$ cat src/rtl/slice_addsub_seq.sv
// slice_addsub_seq: wide two's-complement add/subtract computed one SLICE_W-bit slice per clock
module slice_addsub_seq #(
   parameter int SLICE_W = 5,
   parameter int SLICES  = 4
) (
   input  logic                        clk,
   input  logic                        rst_n,
   input  logic                        in_valid,
   output logic                        in_ready,
   input  logic [SLICE_W*SLICES-1:0]   A,
   input  logic [SLICE_W*SLICES-1:0]   B,
   input  logic                        addsub,
   output logic                        out_valid,
   input  logic                        out_ready,
   output logic [SLICE_W*SLICES-1:0]   S,
   output logic                        Cout,
   output logic                        ov_flag,
   output logic                        busy
);
   localparam int N  = SLICE_W * SLICES;
   localparam int IW = (SLICES > 1) ? $clog2(SLICES) : 1;

   typedef enum logic [1:0] {IDLE, RUN, DONE} state_t;

   state_t             state_q, state_d;
   logic [IW-1:0]      idx_q, idx_d;
   logic               carry_q, carry_d;
   logic               cout_q, cout_d;
   logic               ov_q, ov_d;
   logic [N-1:0]       a_q, a_d;
   logic [N-1:0]       b_q, b_d;
   logic [N-1:0]       s_q, s_d;
   logic [SLICE_W-1:0] a_sl, b_sl;
   logic [SLICE_W:0]   sum;
   logic               c_msb;
   logic               last;

   // Slice adder: current slice of A plus current slice of B_eff plus the carry register
   always_comb begin
      a_sl  = a_q[idx_q*SLICE_W +: SLICE_W];
      b_sl  = b_q[idx_q*SLICE_W +: SLICE_W];
      sum   = {1'b0, a_sl} + {1'b0, b_sl} + {{SLICE_W{1'b0}}, carry_q};
      c_msb = sum[SLICE_W-1] ^ a_sl[SLICE_W-1] ^ b_sl[SLICE_W-1];
      last  = (idx_q == IW'(SLICES - 1));
   end

   // Next-state and datapath updates for IDLE/RUN/DONE sequencing
   always_comb begin
      state_d = state_q;
      idx_d   = idx_q;
      carry_d = carry_q;
      cout_d  = cout_q;
      ov_d    = ov_q;
      a_d     = a_q;
      b_d     = b_q;
      s_d     = s_q;
      case (state_q)
         IDLE: begin
            if (in_valid) begin
               a_d     = A;
               b_d     = addsub ? ~B : B;
               carry_d = addsub;
               idx_d   = '0;
               state_d = RUN;
            end
         end
         RUN: begin
            s_d[idx_q*SLICE_W +: SLICE_W] = sum[SLICE_W-1:0];
            carry_d = sum[SLICE_W];
            idx_d   = last ? '0 : idx_q + 1'b1;
            if (last) begin
               cout_d  = sum[SLICE_W];
               ov_d    = c_msb ^ sum[SLICE_W];
               state_d = DONE;
            end
         end
         DONE: state_d = out_ready ? IDLE : DONE;
         default: state_d = IDLE;
      endcase
   end

   // State and datapath registers, cleared asynchronously on reset
   always_ff @(posedge clk or negedge rst_n) begin
      if (!rst_n) begin
         state_q <= IDLE;
         idx_q   <= '0;
         carry_q <= 1'b0;
         cout_q  <= 1'b0;
         ov_q    <= 1'b0;
         a_q     <= '0;
         b_q     <= '0;
         s_q     <= '0;
      end else begin
         state_q <= state_d;
         idx_q   <= idx_d;
         carry_q <= carry_d;
         cout_q  <= cout_d;
         ov_q    <= ov_d;
         a_q     <= a_d;
         b_q     <= b_d;
         s_q     <= s_d;
      end
   end

   assign in_ready  = (state_q == IDLE);
   assign out_valid = (state_q == DONE);
   assign busy      = (state_q != IDLE);
   assign S         = s_q;
   assign Cout      = cout_q;
   assign ov_flag   = ov_q;
endmodule

$ cat config.mk
export PLATFORM = sky130hd
export DESIGN_NAME = slice_addsub_seq
export DESIGN_NICKNAME = d
export VERILOG_FILES = /design/src/rtl/slice_addsub_seq.sv
export SDC_FILE = /design/constraint.sdc
export NUM_CORES = 1
export LEC_CHECK = 0
export BUFFER_PORTS_ARGS = -buffer_cell sky130_fd_sc_hd__buf_2
export CAP_MARGIN = 20
export CORE_ASPECT_RATIO = 1.4
export CORE_MARGIN = 1.5
export CORE_UTILIZATION = 40
export CTS_BUF_LIST = sky130_fd_sc_hd__clkbuf_4
export CTS_CLUSTER_SIZE = 24
export DETAILED_ROUTE_END_ITERATION = 16
export HOLD_SLACK_MARGIN = 0.03
export PLACE_DENSITY = 0.71
export SYNTH_ARGS = -nofsm -noshare
export SYNTH_HDL_FRONTEND = slang
export SYNTH_SLANG_ARGS = --single-unit
$ cat constraint.sdc
create_clock -name clk -period 3.2 [get_ports clk]
set_clock_uncertainty 0.1 [all_clocks]
set_input_delay 0.64 -clock clk [delete_from_list [all_inputs] [get_ports clk]]
set_output_delay 0.64 -clock clk [all_outputs]
set_load 0.05 [all_outputs]
Word-level counts from Yosys, hierarchy flattened
Cells that the tools add are included.
{ "totals": {"register_bits": 67, "inputBits": 45, "output_inout_bits": 25, "word_cells": 44} }
{ "classes": {"add_sub_neg": 4, "n_mul": 1, "eq_ne": 5, "n_shift": 4, "muxes": 11, "n_bitwise": 4, "n_reduce_logical": 7} }
{ "op_table": {"columns": ["cell", "count"], "rows": [
  ["$shiftx A20 B6 Y5", 2],
  ["$neg A5 Y34", 1],
  ["$shift A5 B34 Y20 const A", 1],
  ["$shiftx A5 B34 Y20", 1],
  ["$bwmux W20", 1],
  ["$mux W20", 1],
  ["$not A20 Y20", 1],
  ["$mux W2", 5],
  ["$reduce_and A2 Y1", 4],
  ["$add A5 B5 Y6", 1],
  ["$add A6 B1 Y6", 1],
  ["$pmux W2 S3", 1],
  ["$mul A2 B3 Y5 const B", 1],
  ["$eq A2 B2 Y1 const B", 2],
  ["$ne A2 B2 Y1 const B", 2],
  ["$pmux W2 S2", 1],
  ["$reduce_bool A2 Y1", 2],
  ["$xor A1 B1 Y1", 3],
  ["$add A2 B1 Y2 const B", 1],
  ["$eq A2 B1 Y1 const B", 1],
  ["$logic_not A2 Y1", 1],
  ["$pmux W1 S2", 1],
  ["$mux W1", 1]
]} }

Depth between registers and ports, before layout
{ "depth": {"word_depth": 7, "depth_mapped": 11, "mapped_depth_nobuf": 10} }

Least setup slack after synthesis
Ideal clock, no wire load.
{ "synth_timing": {"path_type": "register to register", "startpoint": "register idx_q[0]", "endpoint": "register ov_q, in the netlist ov_flag", "setup_ns": 0.076, "arrival_ns": 3.032, "required_time_ns": 3.024, "path_slack_ns": -0.009, "path_stages_with_launch": 12, "path_buffers": 1, "synth_period_minus_slack_ns": 3.209, "path_cell_list": "dfrtp_1 -> buf_2 -> mux4_2 -> fa_1 -> inv_1 -> fa_1 -> inv_1 -> a21o_1 -> a21oi_1 -> xnor3_1 -> xor2_1 -> o21ai_1"} }
{ "synth_between": {"elab_chain_cells": 7, "elab_cells_between_ends": 10, "classes_between": "add/sub: 2; mul: 1; eq/ne: 1; shift: 2; bitwise: 3; reduce/logical: 1"} }
{ "synth_lines": {"columns": ["element", "line", "source"], "rows": [
  ["start, declared", "26", "logic [IW-1:0] idx_q, idx_d;"],
  ["start signal, assigned", "95", "idx_q <= idx_d;"],
  ["$mul A2 B3 Y5", "40, 41", null],
  ["$shiftx A20 B6 Y5 (on tied branches)", "40, 41", null],
  ["$add A5 B5 Y6", "42", "sum = {1'b0, a_sl} + {1'b0, b_sl} + {{SLICE_W{1'b0}}, carry_q};"],
  ["$add A6 B1 Y6", "42", null],
  ["$xor A1 B1 Y1 (2 in a row)", "43", "c_msb = sum[SLICE_W-1] ^ a_sl[SLICE_W-1] ^ b_sl[SLICE_W-1];"],
  ["$xor A1 B1 Y1", "73", "ov_d = c_msb ^ sum[SLICE_W];"],
  ["end signal, assigned", "98", "ov_q <= ov_d;"],
  ["end, declared", "29", "logic ov_q, ov_d;"]
]} }
Several ways; a longest one is shown, not always the timed one.
A chain may end at the register's enable or synchronous reset.

Worst setup path after layout
Same ends and word-level chain as after synthesis.

==> impl_summary.log <==
INFO  metric place_ws = 0.241 ns
INFO  metric finalHoldWorstSlack = 0.313 ns
INFO  metric combinational_family_with_the_most_area_after_synthesis = multiplexers
INFO  metric number_of_buffers_added_on_ports = 69
INFO  metric number_of_antenna_violations_at_the_first_check_in_global_routing = 0
INFO  metric compound_gate_portion_of_the_synthesized_area = 10.6%
INFO  metric pwr-share-comb = 58.4%
INFO  metric netlist_area = 3200 µm²
INFO  metric cts.clk_slew.worst_paths = 0.11 ns
INFO  metric p_sw_share = 44.8%
INFO  metric maximum_number_of_pins_on_one_net_before_global_route_repair = 37
INFO  metric cp_cell_sequence = mux4_2, fa_1, inv_1, fa_1, inv_1, a21o_1, a21oi_1, xnor3_1, xor2_1, o21ai_1
INFO  metric status = finished clean
INFO  metric post_synth.cell_area_avg = 12.2 µm²
INFO  metric p_sw = 2140 µW
INFO  metric placement.cell_area = 3670 µm²
INFO  metric synth_edf_count = 0
INFO  metric route.vias.total = 2199
INFO  metric core_region_area = 7750 µm²
INFO  metric yosys.area_share.xor_xnor = roughly 7.6%
INFO  metric routed_wire_length_per_instance = 14.6 µm
INFO  metric fp.dieArea = 8540 µm²
INFO  metric floorplan.die.height = 109 µm
INFO  metric clock-root-buffer = sky130_fd_sc_hd__clkbuf_4
INFO  metric basic_gate_share_of_the_synthesized_area_counting_and_or_nand_and_nor_cells = 6.38%
INFO  metric die_width = 78.5 µm
INFO  metric first_global_vias = 2216
INFO  metric synth_fa_ha_area_share = 5.17%
INFO  metric syn_nets = between 300 and 400
INFO  metric leakagePower = 0.00179 µW
INFO  metric final_hold_viol_count = 0
INFO  metric synth_ff_type = sky130_fd_sc_hd__dfrtp_1
INFO  metric slowest_delay = 0.54 ns
INFO  metric worst_ep_required_time = 3.44 ns
INFO  metric critical-path-slowest-cell = sky130_fd_sc_hd__mux4_2
INFO  metric power_density = 1250 nW/µm²
INFO  metric place_congestion = 0.830
INFO  metric worstPathArrival = 3.22 ns
INFO  metric drtPass1Iterations = 4
INFO  metric cts-htree-levels = 3
INFO  metric min_period = 2.98 ns
INFO  metric worst_tran_pin_value = 0.721 ns
INFO  metric max_cap_violations = 0
INFO  metric synth_warnings = 0
INFO  metric total_routing_resource_utilization_after_global_routing = 17.0%
INFO  metric cts_tree = built
INFO  metric synth_seq_cells = 67
INFO  metric finalSetupViolCount = 0
INFO  metric final_net_count = 395
INFO  metric synth.mux.area_fraction = 14.8%
INFO  metric mostFrequentLayoutCell = sky130_fd_sc_hd__buf_2
INFO  metric global_route_wire_length_before_repair = 10.8 mm
INFO  metric fin_area = 3820 µm²
INFO  metric timing.critical_path.to_type = flop
INFO  metric via_per_inst = 4.96
INFO  metric drtAntennaViolNets = 0
INFO  metric placementRows = 38
INFO  metric overflow_left_after_global_routing = 0
INFO  metric initial_core_util = 41.2%
INFO  metric detailed_placer_s_ending_hpwl = 4.99 mm
INFO  metric cts.path.max_buffers = 2
INFO  metric critical_path_peak_fanout = 4
INFO  metric layout.cells.most_common_list = sky130_fd_sc_hd__buf_2 (69), sky130_fd_sc_hd__dfrtp_1 (67), sky130_fd_sc_hd__nor2_1 (26), sky130_fd_sc_hd__a21oi_1 (23), sky130_fd_sc_hd__xnor2_1 (23)
INFO  metric peak_supply_drop = 0.774 mV
INFO  metric postSynth.asyncResetShare = 100%
INFO  metric gate_count_after_technology_mapping = 262
INFO  metric synth_seq_area_share = 52.5%
INFO  metric clock_latency_reported_for_the_late_side_of_the_worst_skew_pair = 0.41 ns
INFO  metric clkPwrFrac = 11.5%
INFO  metric internal_cell_power = 2640 µW
INFO  metric setup_tns = 0 ns
INFO  metric setup_repair_after_global_routing_missed_its_margin = no
INFO  metric cts_made_buffers = 9
INFO  metric rrSetupSlack = 0.22 ns
INFO  metric path_class = reg -> reg
INFO  metric fillers = 711
INFO  metric cts_sinks = 67
INFO  metric detailedRoute.firstIterationViolations = 73
INFO  metric maxClockFrequency = 336 MHz
INFO  metric area_growth_syn_to_layout = 19.5%
INFO  metric post_route_cells_drive_above_1_share = 36.2%
INFO  metric ios = 70
INFO  metric drcViolationCount = 0
INFO  metric detail_route.wirelength = 6.46 mm
INFO  metric tcrit_tclk_final = 93.1%
INFO  metric worstHoldPathType = in -> reg
INFO  metric synth_cell_types = 30
INFO  metric antennaDiodeCount = 0
INFO  metric worst_slack = 0.222 ns
INFO  metric slew_viol_final = 0
INFO  metric max_slew_margin = between 50% and 60%
INFO  metric setup.worst_path.start_class = flop
INFO  metric power_frac_seq = 30.2%
## Yosys cell counts (all sizes together), types with 2 or more instances
library cell / count / share of area (%)
inv: 11 / 1.3
ha: 10 / 3.9
a21oi: 23 / 3.6
buf: 8 / 1.1
a21o: 2 / 0.47
clkbuf: 5 / 0.59
xnor2: 23 / 6.3
mux2: 21 / 7.4
o31ai: 6 / 1.4
xor2: 2 / 0.55
or3: 2 / 0.39
dfrtp: 67 / 52
fa: 2 / 1.3
nor2: 26 / 3.1
o21ai: 5 / 0.78
nand2: 15 / 1.8
mux4: 10 / 7.0
a22o: 14 / 3.8
## through the flow
step / total power [µW] / util, % / std cells
6_report: 4780 / 49.3 / 443
3_3_place_gp: 4190 / 47.4 / 426
3_5_place_dp: 4280 / 47.4 / 426
4_1_cts: 4840 / 49.3 / 443
2_1_floorplan: 3560 / - / 262
5_1_grt: 5140 / 49.3 / 443
## power by group through the flow
stage	registers, µW	clock network (µW)	logic [µW]
finish	1440	548	2790
global route	1500	603	3040
CTS	1450	567	2820
detailed placement	1470	0	2810
global placement	1450	0	2740
floorplan	1700	0	1860
## cell families (layout without fill, tap and decap cells)
logic type	after synthesis	in the layout
muxes	32	32
adders and majority gates	12	12
xor gates and xnor gates	26	26
and+or+nand+nor	49	49
buffers and inverters	24	105
AOI/OAI and AO/OA	52	52
DFF	67	67
## flip-flops by register name (all words and copies together) (netlist names)
register  cells
S            20
a_q          20
b_q          20
idx_q         2
state_q       2
Cout          1
carry_q       1
ov_flag       1
## critical path: cells and delay by family (launching register included)
family,cells,cell delay [ns]
adders and majority gates,2,0.62
buffers and inverters,2,0.13
muxes,1,0.54
DFF,1,0.44
xor gates and xnor gates,2,0.53
AOI/OAI and AO/OA,3,0.55
## final timing paths
kind                                   end  cells after the start  startpoint
worst max register to register     ov_flag                     10    idx_q[0]
worst max-delay path               ov_flag                     10    idx_q[0]
worst min-delay path            state_q[1]                      2   out_ready
min in group asynchronous            S[11]                      2       rst_n
max in group asynchronous             Cout                      3       rst_n
worst min register to register       S[12]                      2       S[12]
## final cells by class
type,instances,area (µm²),share of cell area (%)
multi-input cells,171,1420,37.3
clock buffers,11,82.6,2.16
clock inverters,5,53.8,1.41
repair buffers,78,415,10.9
inverters,11,41.3,1.08
flip-flops and latches,67,1680,43.9
well taps,100,125,3.28
## metal layers
metal  up-vias  part of all wire (%)  GRT usage (%)  wire length (µm)
met2        50                    53           29.6              3430
met3        13                   4.8           4.35               309
met5         -                     0              0                 0
li1       1078                     -              -                 -
met1      1058                    41           19.8              2620
met4         0                   1.5           7.27                99
## timing repair
| item | 4_1_cts | 5_1_grt |
|---|---|---|
| hold endpoints to repair | 15 | 0 |
| hold buffers | 1 | 0 |
| setup buffers | 0 | 0 |
| gates resized for setup | 0 | 0 |
(Power assumes the default switching activity.)
